### src/rtl/ps2_rx_fifo_pkg.sv
// Shared types and constants for the PS/2 receive path.
package ps2_rx_fifo_pkg;

  typedef enum logic [1:0] {
    ST_IDLE   = 2'd0,
    ST_DATA   = 2'd1,
    ST_PARITY = 2'd2,
    ST_STOP   = 2'd3
  } ps2_state_e;

  localparam int FRAME_BITS  = 11;
  localparam int FILTER_DEF  = 8;
  localparam int TIMEOUT_DEF = 24000;

  // Odd parity: data bits plus parity bit must contain an odd number of ones.
  function automatic logic parity_ok(input logic [7:0] d, input logic p);
    return ^{d, p};
  endfunction

endpackage

### src/rtl/ps2_line_filter.sv
// Two-flop synchroniser plus run-length filter for one PS/2 line.
// The filtered level only moves after FILTER consecutive equal samples; fall_o is a registered one-cycle strobe.
module ps2_line_filter
  import ps2_rx_fifo_pkg::*;
#(
  parameter int FILTER = FILTER_DEF
) (
  input  logic clkk,
  input  logic reset_n,
  input  logic line_i,
  output logic filt_o,
  output logic fall_o
);

  localparam int CW = $clog2(FILTER + 1);

  logic          sync1_q, sync2_q;
  logic          filt_q, filt_d;
  logic          fall_q, fall_d;
  logic [CW-1:0] cnt_q, cnt_d;

  always_comb begin
    filt_d = filt_q;
    cnt_d  = cnt_q;
    if (sync2_q == filt_q) begin
      cnt_d = '0;
    end else if (cnt_q == CW'(FILTER - 1)) begin
      filt_d = sync2_q;
      cnt_d  = '0;
    end else begin
      cnt_d = cnt_q + 1'b1;
    end
    fall_d = filt_q & ~filt_d;
  end

  always_ff @(posedge clkk or negedge reset_n) begin
    if (!reset_n) begin
      sync1_q <= 1'b1;
      sync2_q <= 1'b1;
      filt_q  <= 1'b1;
      fall_q  <= 1'b0;
      cnt_q   <= '0;
    end else begin
      sync1_q <= line_i;
      sync2_q <= sync1_q;
      filt_q  <= filt_d;
      fall_q  <= fall_d;
      cnt_q   <= cnt_d;
    end
  end

  assign filt_o = filt_q;
  assign fall_o = fall_q;

endmodule

### src/rtl/ps2_rx_fifo.sv
// PS/2 device-to-host frame receiver feeding a small byte FIFO with a rden/q/dsr pull interface.
// Frame state advances only on filtered ps2_clk falls; a mid-frame stall of TIMEOUT cycles aborts the frame.
module ps2_rx_fifo
  import ps2_rx_fifo_pkg::*;
#(
  parameter int DEPTH_LOG2 = 3,
  parameter int FILTER     = FILTER_DEF,
  parameter int TIMEOUT    = TIMEOUT_DEF
) (
  input  logic                  clkk,
  input  logic                  reset_n,
  input  logic                  ps2_clk,
  input  logic                  ps2_dat,
  input  logic                  rden,
  output logic [7:0]            q,
  output logic                  dsr,
  output logic [DEPTH_LOG2:0]   count,
  output logic                  err_parity,
  output logic                  err_frame,
  output logic                  overflow
);

  localparam int DEPTH = 1 << DEPTH_LOG2;
  localparam int CW    = DEPTH_LOG2 + 1;
  localparam int TW    = $clog2(TIMEOUT + 1);

  logic clk_filt_unused, clk_fall, dat_filt, dat_fall_unused;

  ps2_line_filter #(.FILTER(FILTER)) u_clk_filt (
    .clkk    (clkk),
    .reset_n (reset_n),
    .line_i  (ps2_clk),
    .filt_o  (clk_filt_unused),
    .fall_o  (clk_fall)
  );

  ps2_line_filter #(.FILTER(FILTER)) u_dat_filt (
    .clkk    (clkk),
    .reset_n (reset_n),
    .line_i  (ps2_dat),
    .filt_o  (dat_filt),
    .fall_o  (dat_fall_unused)
  );

  ps2_state_e      state_q, state_d;
  logic [2:0]      bit_cnt_q, bit_cnt_d;
  logic [7:0]      shreg_q, shreg_d;
  logic            par_q, par_d;
  logic [TW-1:0]   tmo_q, tmo_d;
  logic            push_vld_q, push_vld_d;
  logic            err_parity_q, err_parity_d;
  logic            err_frame_q, err_frame_d;

  always_comb begin
    state_d      = state_q;
    bit_cnt_d    = bit_cnt_q;
    shreg_d      = shreg_q;
    par_d        = par_q;
    push_vld_d   = 1'b0;
    err_parity_d = 1'b0;
    err_frame_d  = 1'b0;
    tmo_d        = (state_q == ST_IDLE || clk_fall) ? '0 : tmo_q + 1'b1;

    if (state_q != ST_IDLE && !clk_fall && tmo_q == TW'(TIMEOUT - 1)) begin
      state_d     = ST_IDLE;
      shreg_d     = '0;
      tmo_d       = '0;
      err_frame_d = 1'b1;
    end else if (clk_fall) begin
      unique case (state_q)
        ST_IDLE: begin
          if (!dat_filt) begin
            state_d   = ST_DATA;
            bit_cnt_d = '0;
          end
        end
        ST_DATA: begin
          shreg_d   = {dat_filt, shreg_q[7:1]};
          bit_cnt_d = bit_cnt_q + 3'd1;
          if (bit_cnt_q == 3'd7) state_d = ST_PARITY;
        end
        ST_PARITY: begin
          par_d   = dat_filt;
          state_d = ST_STOP;
        end
        ST_STOP: begin
          // A low stop bit is reported as a framing error even if parity is also bad.
          if (dat_filt && parity_ok(shreg_q, par_q)) push_vld_d   = 1'b1;
          else if (!dat_filt)                        err_frame_d  = 1'b1;
          else                                       err_parity_d = 1'b1;
          state_d = ST_IDLE;
        end
        default: state_d = ST_IDLE;
      endcase
    end
  end

  logic [7:0]            mem_q [DEPTH];
  logic [DEPTH_LOG2-1:0] wr_ptr_q, wr_ptr_d, rd_ptr_q, rd_ptr_d;
  logic [CW-1:0]         count_q, count_d;
  logic [7:0]            q_q, q_d;
  logic                  overflow_q, overflow_d;
  logic                  pop, do_push, full;

  // shreg_q is stable in IDLE, so it still holds the byte in the cycle after the stop bit.
  always_comb begin
    full       = (count_q == CW'(DEPTH));
    pop        = rden && (count_q != '0);
    do_push    = push_vld_q && (!full || pop);
    overflow_d = push_vld_q && full && !pop;
    wr_ptr_d   = do_push ? wr_ptr_q + 1'b1 : wr_ptr_q;
    rd_ptr_d   = pop ? rd_ptr_q + 1'b1 : rd_ptr_q;
    q_d        = pop ? mem_q[rd_ptr_q] : q_q;
    count_d    = count_q;
    if (do_push && !pop)      count_d = count_q + 1'b1;
    else if (pop && !do_push) count_d = count_q - 1'b1;
  end

  always_ff @(posedge clkk) begin
    if (do_push) mem_q[wr_ptr_q] <= shreg_q;
  end

  always_ff @(posedge clkk or negedge reset_n) begin
    if (!reset_n) begin
      state_q      <= ST_IDLE;
      bit_cnt_q    <= '0;
      shreg_q      <= '0;
      par_q        <= 1'b0;
      tmo_q        <= '0;
      push_vld_q   <= 1'b0;
      err_parity_q <= 1'b0;
      err_frame_q  <= 1'b0;
      wr_ptr_q     <= '0;
      rd_ptr_q     <= '0;
      count_q      <= '0;
      q_q          <= 8'h00;
      overflow_q   <= 1'b0;
    end else begin
      state_q      <= state_d;
      bit_cnt_q    <= bit_cnt_d;
      shreg_q      <= shreg_d;
      par_q        <= par_d;
      tmo_q        <= tmo_d;
      push_vld_q   <= push_vld_d;
      err_parity_q <= err_parity_d;
      err_frame_q  <= err_frame_d;
      wr_ptr_q     <= wr_ptr_d;
      rd_ptr_q     <= rd_ptr_d;
      count_q      <= count_d;
      q_q          <= q_d;
      overflow_q   <= overflow_d;
    end
  end

  assign q          = q_q;
  assign dsr        = (count_q != '0);
  assign count      = count_q;
  assign err_parity = err_parity_q;
  assign err_frame  = err_frame_q;
  assign overflow   = overflow_q;

endmodule

### config.mk
export PLATFORM = sky130hd
export DESIGN_NAME = ps2_rx_fifo
export DESIGN_NICKNAME = d
export VERILOG_FILES = /design/src/rtl/ps2_rx_fifo_pkg.sv /design/src/rtl/ps2_line_filter.sv /design/src/rtl/ps2_rx_fifo.sv
export SDC_FILE = /design/constraint.sdc
export NUM_CORES = 1
export LEC_CHECK = 0
export ABC_AREA = 1
export BUFFER_PORTS_ARGS = -buffer_cell sky130_fd_sc_hd__buf_2
export CORE_MARGIN = 1.5
export CORE_UTILIZATION = 45
export CTS_CLUSTER_SIZE = 30
export DETAILED_ROUTE_END_ITERATION = 6
export MAX_ROUTING_LAYER = met4
export PLACE_DENSITY_LB_ADDON = 0.15
export SLEW_MARGIN = 20
export SYNTH_ARGS = -nofsm -noshare
export SYNTH_HDL_FRONTEND = slang
export SYNTH_SLANG_ARGS = --single-unit
### constraint.sdc
create_clock -name clkk -period 2.7 [get_ports clkk]
set_input_delay 0 -clock clkk [delete_from_list [all_inputs] [get_ports clkk]]
set_output_delay 0 -clock clkk [all_outputs]
set_load 0.03 [all_outputs]
## Word level (Yosys, flattened, before mapping)

Memory sizes are Yosys's and may differ from the RTL's. A register that Yosys moved wholly into a read port is not among the register bits.
Index checks and enable logic that the tools add are counted.

| storage, ports and cells | value |
|---|---|
| flip-flop bits (word level) | 58 |
| memory bits (writable) | 64 |
| bits of input ports | 5 |
| output and inout port bits | 16 |
| logic and storage cells | 112 |
| memories | 1 |

| cells by class | value |
|---|---|
| $add $sub $neg | 8 |
| eq/ne operators | 13 |
| muxes and demuxes | 36 |
| bitwise gates (word level) | 4 |
| reduce and logical (&&, ||, !) cells | 29 |

Memory list:

| name | words | bits a word | read ports | clocked after memory_dff | write ports | RTL line | RTL |
|---|---|---|---|---|---|---|---|
| mem_q | 8 | 8 | 1 | 1 | 1 | ps2_rx_fifo.sv:98 | `logic [7:0] mem_q [DEPTH];` |

Operators by type and width:

| cell | count |
|---|---|
| $mux 15 | 2 |
| $mux 4 | 6 |
| $mux 8 | 3 |
| $mux 1 | 18 |
| $add 15x1->15 const B | 1 |
| $eq 15x15->1 const B | 1 |
| $add 4x1->4 const B | 3 |
| $reduce_bool 2->1 | 5 |
| $add 3x1->3 const B | 3 |
| $logic_and 1x1->1 | 9 |
| $reduce_xor 9->1 | 1 |
| $eq 4x3->1 const B | 2 |
| $mux 2 | 4 |
| $pmux 2 s4 | 1 |
| $ne 3x3->1 const B | 2 |
| $pmux 3 s2 | 1 |
| $reduce_and 3->1 | 2 |
| $logic_not 1->1 | 5 |
| $eq 2x2->1 const B | 2 |
| $eq 4x4->1 const B | 1 |
| $reduce_and 2->1 | 2 |
| $reduce_and 4->1 | 1 |
| $reduce_bool 4->1 | 1 |
| $sub 4x1->4 const B | 1 |
| other kinds (9) | 13 |

## Depth between registers and ports, before layout

Gate-level depths: netlist (run 1).

| depth | value |
|---|---|
| depth after elaboration | 8 |
| depth in mapped cells | 14 |
| mapped depth without buffers | 14 |

## By module

Synthesis (run 1) repeated with hierarchy kept, for this count alone.

| second synthesis, totals | value |
|---|---|
| cell total of the unflattened synthesis | 576 |
| area total of the unflattened synthesis | 5828.1 sq um |

By module, submodules not included:

| module | times used | cells each | area each (sq um) | seq. area each (sq um) |
|---|---|---|---|---|
| ps2_rx_fifo | 1 | 514 | 5176.2 | 3198.1 |
| ps2_line_filter (u_clk_filt) | 1 | 31 | 334.1 | 203.9 |
| ps2_line_filter (u_dat_filt) | 1 | 31 | 317.8 | 203.9 |

## Worst setup path before layout (run 1)

Ideal clock, no wire load.

| timing | value |
|---|---|
| kind | flip-flop to flip-flop |
| start point | reg count_q[0] (netlist: count[0]) |
| end point | reg count_q[3] (netlist: count[3]) |
| library setup time | 0.121 ns |
| arrival | 2.519 ns |
| data required time | 2.579 ns |
| path slack | 0.060 ns |
| cell stages (with the launch flop) | 14 |
| path buffers | 1 |
| clock period less this slack | 2.640 ns |
| path through | dfrtp_1 > nor2_1 > nand3_1 > nand2_1 > buf_2 > ha_1 > inv_1 > ha_1 > a21oi_1 > nand2_1 > a21oi_1 > o21ai_0 > nand2_1 > nand2_1 |

| on the way | value |
|---|---|
| word-level cells in the longest chain between the ends | 7 |
| elaborated cells on any way between the ends | 15 |
| classes of those cells | 2 x add/sub; 1 x eq/ne; 2 x mux; 10 x reduce/logical |

Ends and longest elaborated chain:

| what | RTL line | RTL |
|---|---|---|
| from (decl) | ps2_rx_fifo.sv:100 | `logic [CW-1:0] count_q, count_d;` |
| from (signal assigned) | ps2_rx_fifo.sv:149 | `count_q <= count_d;` |
| $reduce_bool 4->1 (*) | n/a |  |
| named net dsr | ps2_rx_fifo.sv:16 | `output logic dsr,` |
| $logic_and 1x1->1 (*) | ps2_rx_fifo.sv:108 | `pop = rden && (count_q != '0);` |
| $logic_or 1x1->1 | ps2_rx_fifo.sv:109 | `do_push = push_vld_q && (!full \|\| pop);` |
| $logic_and 1x1->1 | ps2_rx_fifo.sv:109 |  |
| $logic_not 1->1 | ps2_rx_fifo.sv:116 | `else if (pop && !do_push) count_d = count_q - 1'b1;` |
| $logic_and 1x1->1 | ps2_rx_fifo.sv:116 |  |
| $reduce_bool 2->1 (no line) | n/a |  |

Mark *: on every way through the listed nets, which the timed path passes. The rest lies on a longest branch. The select of a mux whose other input is x is not followed.
A chain may end at the register's enable or synchronous reset.

## Worst setup path after layout (run 1)

| timing | value |
|---|---|
| start point | reg count_q[0] (netlist: count[0]) |
| end point | reg count_q[3] (netlist: count[3]) |

| on the way | value |
|---|---|
| word-level cells in the longest chain between the ends | 7 |
| elaborated cells on any way between the ends | 15 |
| classes of those cells | 2 x add/sub; 1 x eq/ne; 2 x mux; 10 x reduce/logical |

Ends and longest elaborated chain:

| what | RTL line | RTL |
|---|---|---|
| $eq 4x4->1 or $reduce_bool 4->1 (tied branches) | ps2_rx_fifo.sv:107, ps2_rx_fifo.sv:108 |  |
| $logic_not 1->1 or $logic_and 1x1->1 (tied branches) | ps2_rx_fifo.sv:109, ps2_rx_fifo.sv:108 |  |
| $logic_or 1x1->1 (*) | ps2_rx_fifo.sv:109 |  |
| $logic_and 1x1->1 (*) | ps2_rx_fifo.sv:109 |  |
| named net do_push | ps2_rx_fifo.sv:103 | `logic pop, do_push, full;` |
| $logic_not 1->1 | ps2_rx_fifo.sv:116 |  |
| $logic_and 1x1->1 | ps2_rx_fifo.sv:116 |  |
| $reduce_bool 2->1 (no line) | n/a |  |

Marked as above.

==> results of run 1 <==
layout make-up:
class / instances / area (sq um) / share of cell area, %
multi-input combinational: 362 / 1880 / 28.0
clock buffer: 17 / 425 / 6.35
tap: 172 / 215 / 3.21
inverter: 53 / 199 / 2.97
timing repair buffer: 36 / 230 / 3.44
sequential: 130 / 3580 / 53.5
clock inverter: 15 / 168 / 2.50
cell families (layout without fill, tap and decap cells):
| group | Yosys count | after routing |
|---|---|---|
| adder cells (fa/ha/maj) | 16 | 16 |
| flip-flops | 130 | 130 |
| AND/OR/NAND/NOR | 252 | 252 |
| multiplexers | 1 | 1 |
| XOR/XNOR | 17 | 17 |
| AO/OA/AOI/OAI | 76 | 76 |
| buffers and inverters | 67 | 121 |
cells in the mapped netlist (all sizes together):
library cell  instances
clkbuf                2
buf                  12
ha                   15
nand2               110
mux2                  1
dfstp                 6
nor3                  6
nand3                29
a31oi                 1
o21ai                50
dfrtp                60
nor2                 96
edfxtp               64
inv                  52
nor3b                 3
fa                    1
nand4                 4
o2111ai               1
a21oi                 7
o211ai               17
xor2                  8
nand3b                1
or2                   3
xnor2                 9
clkinv                1
per-layer routing:
| layer | up-vias | global-route usage [%] | part of all wire (%) |
|---|---|---|---|
| met5 | - | - | 0 |
| met4 | 0 | 6.50 | 1.0 |
| met3 | 8 | 4.81 | 3.2 |
| met2 | 56 | 30.9 | 49 |
| met1 | 1831 | 21.4 | 46 |
| li1 | 1932 | - | - |
repair_timing:
item,in CTS,in global routing
setup endpoints to repair,0,0
hold buffers,4,0
gates resized for setup,0,0
hold endpoints to repair,63,0
sequential cells by signal (all words and copies together), names as in the netlist, 2 cells and up:
| name | count |
|---|---|
| rd_ptr_q | 3 |
| count | 4 |
| mem_q | 64 |
| state_q | 2 |
| bit_cnt_q | 3 |
| q | 8 |
| tmo_q | 15 |
| u_clk_filt.cnt_q | 4 |
| u_dat_filt.cnt_q | 4 |
| shreg_q | 8 |
| wr_ptr_q | 3 |
through the flow:
stage	setup WS, ns	std cells	util (%)	instance area (sq um)	hold WS (ns)
after floorplan	0.0601	559	-	5730	-0.296
after global routing	0.126	785	53.5	6700	0.219
after detailed placement	0.364	749	48.4	6060	0.107
after global placement	0.477	749	48.4	6060	0.107
final	0.336	785	53.5	6700	0.225
after CTS	0.352	785	53.5	6700	0.214
worst reg2reg max path, cell delays in order (launching register included):
cell and delay, ns:
dfrtp_1 0.44, nor2_1 0.18, nand3_1 0.12, nand2_1 0.10, inv_1 0.09, ha_1 0.20, inv_1 0.16, ha_1 0.30
a21oi_1 0.15, nand2_1 0.10, a21oi_1 0.19, o21ai_0 0.11, nand2_1 0.07, nand2_1 0.04
cell usage in the layout (no fill, tap or decap), drive strengths merged, types with 3 or more instances in the layout:
cell type    instances
clkinv              10
o211ai              17
dfstp                6
o21ai               50
xor2                 8
nor3                 6
edfxtp              64
a21oi                7
bufinv               3
or2                  3
nor3b                3
nor2                96
nand4                4
clkinvlp             3
ha                  15
nand2              110
xnor2                9
nand3               29
clkbuf              17
buf                 32
dlygate4sd3          4
dfrtp               60
inv                 52
how the worst max path moves through the flow:
stage	endpoint	depth (start not counted)	slack (ns)
after floorplan	count[3]	13	0.06
after global placement	count[3]	13	0.48
after detailed placement	count[3]	13	0.36
after CTS	count[3]	13	0.35
after global routing	count[3]	13	0.13
final	count[3]	13	0.34
report_power, final:
group	total [mW]	internal, mW	switching [mW]
Clock	2.28	1.44	0.836
Sequential	2.64	2.32	0.322
Combinational	1.64	0.583	1.06
Total	6.56	4.34	2.21
==> reports/metrics.cfg, run 1 <==
[logic_synthesis]
yosys-top-cells-area = edfxtp_1, dfrtp_1, nand2_1
synth_xor_area_share_pct = 2.60
netlist_instances = 559
synth_top_area_share_pct = 33.5
seq_area_frac_synth_pct = 62.5
synth_cell_types = 38
synthAdderAreaFrac_pct = 3.62
synth_nets = 580
muxShareOfSynthArea_pct = 0.196
ys_ff_latch = 130
yosys_warnings = 0
yosysTopAreaCell = edfxtp_1
synthSimpleGateAreaFrac_pct = 18.9
syn_area_sq_mm = 0.00573
synth_top_family_by_area = simple AND/OR/NAND/NOR gates
synth_compound_area_share_pct = 7.47
syn_area_per_cell_sq_um = 10.3

[route]
drtIter0Drc = 270
drc = 0
ant_nets = 0
drt_pass1_iterations = 4
totalWireLength_um = 10800
routed_via_density = 4.88
wl_per_cell_um = 13.7
num_vias = 3827

[sta]
drv_slew = 0
fin_crit_sh_pct = 87.6
min_period_ns = 2.36
skew_ns = 0.0106
worstMarginPinSlew_ns = 0.876
hold_viol_final = 0
fin_setup_tns_ns = 0
finalSetupViolCount = 0
grt_setup_unrepaired = false
fmax_mhz = 423
relSlewSlack_pct = 41.6

[critical_path]
crit_type = reg2reg
crit_family = simple AND/OR/NAND/NOR gates
crit_required_ns = 3.00
r2r.worst_path.cells = 13
path_buf_inv = 2
r2r_end = count[3]
cp_data_arrival_time_ns = 2.67
crit_path_max_fanout = 6
crit_start = count[0]
crit_path_end_kind = flip-flop
start_kind = flip-flop
r2r_start = count[0]
regToRegSetupSlack_ns = 0.34
critPathMostFrequentCell = nand2_1
critPathSlowestCell = dfrtp_1
path_cells = nor2_1, nand3_1, nand2_1, inv_1, ha_1, inv_1, ha_1, a21oi_1, nand2_1, a21oi_1, o21ai_0, nand2_1, nand2_1
critPathMaxStageDelay_ns = 0.44

[cells_and_area]
antennaDiodeCount = 0
n_fill_cell = 1141
nets = 621
drive_gt1_share_pct = 14.0
area_delta_synth_final_pct = 16.8

[global_route]
grt-ovfl-total = 0
grt_util_all_layers_pct = 18.4
grt_max_degree = 67
antenna_found_initial = 0
grt_pass1_vias = 3904
grt_pass1_wl_um = 18200

[floorplan]
die-area_sq_mm = 0.0134
pin_count = 21
start_util_pct = 45.8
die_w_um = 116
die_h_um = 116
fp.coreArea_sq_mm = 0.0125
fp-row-count = 41

[clock_network]
cts_root_buf = clkbuf_16
htree_levels = 4
post_cts_buffers = 0
clk-insertion-delay-late_ns = 0.42
clk_pin_slew_ns = 0.06
cts-buffers-inserted = 17
clock_path_buffers = 2
clock-sinks = 130
cts_tree = yes

[pwr]
vdd_drop_max_v = 0.000414
power_mw = 6.56
powerDensity_mw_per_mm2 = 979
p_leak_nw = 2.91

[worst_hold_path]
hold_path_end = u_clk_filt.sync1_q
hold_path.class = in2reg
whs_path_depth = 2
hold_path_startpoint = ps2_clk

[placement]
dp_hpwl_um = 7130
io_buffers = 20
place.gp.congestion = 0.819

[status]
outcome = finished clean

[run]
cap_viol_max_count = 0

No activity file was read; power rests on OpenSTA's default activity.
==> run 2: changes to the inputs <==
--- a/config.mk
+++ b/config.mk
@@ -12,7 +12,7 @@
 export CTS_CLUSTER_SIZE = 30
 export DETAILED_ROUTE_END_ITERATION = 6
 export MAX_ROUTING_LAYER = met4
-export PLACE_DENSITY_LB_ADDON = 0.15
+export PLACE_DENSITY = 0.59
 export SLEW_MARGIN = 20
 export SYNTH_ARGS = -nofsm -noshare
 export SYNTH_HDL_FRONTEND = slang
==> run 2 against run 1 <==
Total power fell by 2.0%; utilization is 0.33 points lower; critical path depth unchanged; flip-flop and latch count unchanged; combinational power grew 5%; count of clock-buffer cells in the layout is the same; register-to-register slack improved by 0.06 ns; largest cell class unchanged; global-route usage up 0.16 points.
==> reports/metrics.cfg, run 2 (synthesis results as in run 1) <==
[sta]
fin_setup_tns_ns = 0  ; unchanged
fin_crit_sh_pct = 85.3  ; -2.2 points
finalSetupViolCount = 0  ; unchanged
relSlewSlack_pct = 44.3  ; +2.7 points
fmax_mhz = 434  ; +2.6%
skew_ns = 0.00896  ; -0.00167 ns
min_period_ns = 2.30  ; -0.0599 ns
drv_slew = 0  ; unchanged
worstMarginPinSlew_ns = 0.835  ; -0.0403 ns
timing.hold.ws_ns = 0.229  ; +0.00322 ns
hold_viol_final = 0  ; unchanged
grt_setup_unrepaired = false

[clock_network]
clk_pin_slew_ns = 0.05  ; about the same
cts-buffers-inserted = 17  ; unchanged
clock-sinks = 130  ; unchanged
clock_path_buffers = 2  ; unchanged
cts_tree = yes
post_cts_buffers = 0  ; unchanged
htree_levels = 4  ; unchanged
cts_root_buf = clkbuf_16
clk-insertion-delay-late_ns = 0.41  ; about the same
cts.repair.resized = 0  ; unchanged
cts_hold_buf = 4  ; unchanged

[route]
totalWireLength_um = 10400  ; -3.3%
wl_met2_um = 4900  ; -8.0%
num_vias = 3800  ; -0.71%
drc = 0  ; unchanged
ant_nets = 0  ; unchanged
drt_pass1_iterations = 6  ; +2
met3WireLength_um = 306  ; -11%
top_layer = met4
wl_met1_um = 5020  ; +0.62%
routed_via_density = 4.85  ; -0.45%
wl_per_cell_um = 13.3  ; -3.1%
drtIter0Drc = 286  ; +5.9%

[global_route]
grt_util_all_layers_pct = 18.6  ; +0.16 points
antenna_found_initial = 0  ; unchanged
grt-ovfl-total = 0  ; unchanged
grt_pass1_wl_um = 18300  ; +0.57%
grt_pass1_vias = 3843  ; -1.6%
grt_max_degree = 67  ; unchanged

[critical_path]
r2r_end = count[3]
regToRegSetupSlack_ns = 0.40  ; +0.06 ns
r2r.worst_path.cells = 13  ; unchanged
crit_path_end_kind = flip-flop
critPathMaxStageDelay_ns = 0.44  ; about the same
critPathSlowestCell = dfrtp_1
start_kind = flip-flop
crit_required_ns = 2.99  ; about the same
crit_path_max_fanout = 6  ; unchanged
r2r_start = count[0]
crit_type = reg2reg
path_buf_inv = 2  ; unchanged
crit_family = simple AND/OR/NAND/NOR gates
critPathMostFrequentCell = nand2_1
cp_data_arrival_time_ns = 2.60  ; -0.07 ns
path_cells = nor2_1, nand3_1, nand2_1, inv_1, ha_1, inv_1, ha_1, a21oi_1, nand2_1, a21oi_1, o21ai_0, nand2_1, nand2_1

[placement]
dp_hpwl_um = 6910  ; -3.1%
dp.cells = 747  ; -0.27%
place.gp.congestion = 0.797  ; -2.6%
io_buffers = 20  ; unchanged

[cells_and_area]
n_fill_cell = 1152  ; +0.96%
mostFrequentLayoutCell = nand2_1
nets = 619  ; -0.32%
drive_gt1_share_pct = 13.6  ; -0.45 points
largest_register = mem_q
antennaDiodeCount = 0  ; unchanged
largest_reg_flops = 64  ; unchanged
final_cell_mix = nand2_1, nor2_1, edfxtp_1, dfrtp_1
area_delta_synth_final_pct = 16.1
layoutNonFillerInstCount = 783  ; -0.25%
top_regs = mem_q x64, tmo_q x15

[status]
outcome = finished clean

[floorplan]
fp-row-count = 41  ; unchanged
start_util_pct = 45.8  ; unchanged
fp.coreArea_sq_mm = 0.0125  ; unchanged
die-area_sq_mm = 0.0134  ; unchanged
pin_count = 21  ; unchanged
die_w_um = 116  ; unchanged
die_h_um = 116  ; unchanged

[worst_hold_path]
hold_path_startpoint = ps2_dat
hold_path_end = u_dat_filt.sync1_q
whs_path_depth = 2  ; unchanged
hold_path.class = in2reg

[pwr]
powerDensity_mw_per_mm2 = 966  ; -1.4%
vdd_drop_max_v = 0.000420  ; +1.5%
p_leak_nw = 2.89  ; -0.78%

[run]
cap_viol_max_count = 0  ; unchanged

run 2: changes by cell type in the layout (fill, tap and decap cells not counted):
cell,change
buf_4,-2
clkinv_4,-2
inv_6,+2
bufinv_16,-1
clkinv_1,+1
run 2: per-stage QoR:
stage	power, mW	instance area (sq um)	setup slack (ns)	util [%]
CTS	6.50	6650	0.416	53.2
global placement	4.26	6050	0.480	48.3
finish	6.43	6650	0.396	53.2
floorplan	3.85	5730	0.0601	-
global route	6.90	6650	0.133	53.2
detailed placement	4.31	6050	0.426	48.3
run 2: worst max path at each step:
stage               startpoint       end  depth (start not counted)
CTS                   count[0]  count[3]                         13
global route          count[0]  count[3]                         13
global placement      count[0]  count[3]                         13
floorplan             count[0]  count[3]                         13
finish                count[0]  count[3]                         13
detailed placement    count[0]  count[3]                         13
run 2: routing by layer:
| layer | up-vias | track usage [%] |
|---|---|---|
| met5 | - | - |
| met4 | 0 | 8.29 |
| met3 | 16 | 5.18 |
| met2 | 45 | 28.8 |
| met1 | 1805 | 22.7 |
| li1 | 1934 | - |
run 2: worst register-to-register path: stages (launching register included):
cell,delay [ns]
dfrtp_1,0.44
nor2_1,0.16
nand3_1,0.12
nand2_1,0.10
inv_1,0.09
ha_1,0.20
inv_1,0.15
ha_1,0.30
a21oi_1,0.15
nand2_1,0.09
a21oi_1,0.17
o21ai_0,0.11
nand2_1,0.07
nand2_1,0.04
run 2: cell type report:
type	count	area [sq um]	share of cell area [%]
Inverter	53	199	2.99
Sequential cell	130	3580	53.8
Clock inverter	15	141	2.12
Multi-Input combinational cell	362	1880	28.2
Tap cell	172	215	3.23
Clock buffer	17	425	6.39
Timing Repair Buffer	34	215	3.23
run 2: power breakdown:
group | total [mW] | internal [mW] | switching [mW]
Sequential | 2.54 | 2.32 | 0.216
Clock | 2.17 | 1.35 | 0.824
Combinational | 1.72 | 0.581 | 1.14
==> run 3: changes to the inputs <==
--- a/config.mk
+++ b/config.mk
@@ -9,6 +9,7 @@
 export BUFFER_PORTS_ARGS = -buffer_cell sky130_fd_sc_hd__buf_2
 export CORE_MARGIN = 1.5
 export CORE_UTILIZATION = 45
+export CTS_BUF_LIST = sky130_fd_sc_hd__clkbuf_8
 export CTS_CLUSTER_SIZE = 30
 export DETAILED_ROUTE_END_ITERATION = 6
 export MAX_ROUTING_LAYER = met4
==> run 3 against run 2 <==
Clock skew is 0.00061 ns higher; setup slack worse by 0.014 ns; critical endpoint unchanged; critical path depth stayed put.
==> reports/metrics.cfg, run 3 (synthesis results as in run 1) <==
[cells_and_area]
n_fill_cell = 1164  ; +1.0%
drive_gt1_share_pct = 13.6  ; unchanged
nets = 619  ; unchanged
multi_input_area_sq_mm = 0.00188  ; unchanged
antennaDiodeCount = 0  ; unchanged
largest_reg_flops = 64  ; unchanged
mostFrequentLayoutCell = nand2_1
seq_area_sq_mm = 0.00358  ; unchanged
top_regs = mem_q x64, tmo_q x15
largest_register = mem_q
area_delta_synth_final_pct = 12.7
final_cell_mix = nand2_1, nor2_1, edfxtp_1, dfrtp_1

[placement]
place.gp.congestion = 0.797  ; unchanged
dp_hpwl_um = 6910  ; unchanged
io_buffers = 20  ; unchanged

[route]
wl_met2_um = 4920  ; +0.27%
met3WireLength_um = 346  ; +13%
wl_per_cell_um = 13.3  ; -0.35%
drc = 0  ; unchanged
num_vias = 3806  ; +0.16%
ant_nets = 0  ; unchanged
drtIter0Drc = 280  ; -2.1%
drt_pass1_iterations = 4  ; -2
wl_met1_um = 4940  ; -1.6%
top_layer = met4
totalWireLength_um = 10400  ; -0.35%
routed_via_density = 4.86  ; +0.16%

[pwr]
powerDensity_mw_per_mm2 = 900  ; -6.8%
seqPwrFrac_pct = 43.6  ; +4.1 points
cellInternalPower_mw = 3.71  ; -13%
p_sw_mw = 2.11  ; -3.2%
p_leak_nw = 2.80  ; -3.0%
vdd_drop_max_v = 0.000334  ; -21%
p_clk_share_pct = 26.9  ; -6.9 points
comb_power_share_pct = 29.5  ; +2.8 points
power_mw = 5.81  ; -9.5%
p_sw_share_pct = 36.2  ; +2.3 points

[critical_path]
critical_path.endpoint = count[3]
cp_data_arrival_time_ns = 2.64  ; +0.04 ns
r2r_end = count[3]
critPathMaxStageDelay_ns = 0.44  ; about the same
critPathSlowestCell = dfrtp_1
crit_path_max_fanout = 6  ; unchanged
critPathMostFrequentCell = nand2_1
regToRegSetupSlack_ns = 0.38  ; about the same
crit_path_end_kind = flip-flop
r2r_start = count[0]
crit_required_ns = 3.03  ; +0.04 ns
crit_type = reg2reg
r2r.worst_path.cells = 13  ; unchanged
crit_start = count[0]
start_kind = flip-flop
path_cells = nor2_1, nand3_1, nand2_1, inv_1, ha_1, inv_1, ha_1, a21oi_1, nand2_1, a21oi_1, o21ai_0, nand2_1, nand2_1

[clock_network]
cts-buffers-inserted = 17  ; unchanged
cts.repair.resized = 0  ; unchanged
clk_pin_slew_ns = 0.07  ; +0.02 ns
htree_levels = 4  ; unchanged
clk-insertion-delay-late_ns = 0.44  ; +0.03 ns
cts_tree = yes
post_cts_buffers = 0  ; unchanged
clock_path_buffers = 2  ; unchanged
clock-sinks = 130  ; unchanged
cts_root_buf = clkbuf_8

[worst_hold_path]
hold_path.class = in2reg
whs_path_depth = 2  ; unchanged

[sta]
skew_ns = 0.00957  ; +0.000611 ns
relSlewSlack_pct = 44.2  ; -0.12 points
grt_setup_unrepaired = false
min_period_ns = 2.32  ; +0.0137 ns
fin_setup_tns_ns = 0  ; unchanged
fin_crit_sh_pct = 85.8  ; +0.51 points
finalSetupViolCount = 0  ; unchanged
hold_viol_final = 0  ; unchanged
drv_slew = 0  ; unchanged
fmax_mhz = 431  ; -0.59%
worstMarginPinSlew_ns = 0.837  ; +0.00186 ns

[floorplan]
die-area_sq_mm = 0.0134  ; unchanged
die_h_um = 116  ; unchanged
fp-row-count = 41  ; unchanged
start_util_pct = 45.8  ; unchanged
die_w_um = 116  ; unchanged
fp.coreArea_sq_mm = 0.0125  ; unchanged
pin_count = 21  ; unchanged

[global_route]
grt_max_degree = 67  ; unchanged
grt_pass1_vias = 3818  ; -0.65%
grt_util_all_layers_pct = 18.5  ; -0.099 points
antenna_found_initial = 0  ; unchanged
grt_pass1_wl_um = 18100  ; -0.95%
grt-ovfl-total = 0  ; unchanged

[run]
cap_viol_max_count = 0  ; unchanged

[status]
outcome = finished clean

-- run 3: area by class of cell --
type	instances	area share, %
clock buffers	17	3.62
clock inverters	15	2.19
inverters	53	3.08
multi-input cells	362	29.0
flip-flops and latches	130	55.4
well taps	172	3.33
repair buffers	34	3.33
-- run 3: worst min-delay path by stage --
| stage | start | to | slack (ns) |
|---|---|---|---|
| floorplan | reset_n | bit_cnt_q[0] | -0.30 |
| global placement | ps2_dat | u_dat_filt.sync1_q | 0.11 |
| detailed placement | ps2_dat | u_dat_filt.sync1_q | 0.11 |
| CTS | ps2_dat | u_dat_filt.sync1_q | 0.16 |
| global route | ps2_dat | u_dat_filt.sync1_q | 0.16 |
| finish | ps2_clk | u_clk_filt.sync1_q | 0.20 |
-- run 3: worst max-delay path, delay by kind of cell (launching register included) --
| family | cells | cell delay (ns) |
|---|---|---|
| simple gates | 6 | 0.59 |
| flops | 1 | 0.44 |
| fa+ha+maj | 2 | 0.50 |
| buf+inv | 2 | 0.25 |
| compound gates | 3 | 0.43 |
-- run 3: per-layer routing --
metal | vias up | track usage [%]
met3 | 13 | 4.92
met4 | 0 | 8.62
met2 | 57 | 28.6
li1 | 1931 | -
met5 | - | -
met1 | 1805 | 22.6
-- run 3: metrics by stage --
step | worst slack, ns | hold WS [ns] | util (%) | cell area [sq um] | instances
floorplan | 0.0601 | -0.296 | - | 5730 | 559
finish | 0.382 | 0.203 | 51.6 | 6460 | 783
detailed placement | 0.426 | 0.107 | 48.3 | 6050 | 747
global route | 0.120 | 0.160 | 51.6 | 6460 | 783
global placement | 0.480 | 0.106 | 48.3 | 6050 | 747
CTS | 0.403 | 0.159 | 51.6 | 6460 | 783
-- run 3: what timing repair did --
| item | in CTS | in global routing |
|---|---|---|
| hold buffers | 4 | 0 |
| endpoints found under the hold margin | 64 | 0 |
| setup endpoints to repair | 0 | 0 |
-- run 3: power by group through the flow --
stage                     Sequential [mW]  Clock, mW  Combinational (mW)
after detailed placement             2.58          0                1.73
final                                2.54       1.56                1.71
after global routing                 2.58       1.72                1.98
after global placement               2.56          0                1.69
after CTS                            2.54       1.61                1.74
after floorplan                      2.71          0                1.14
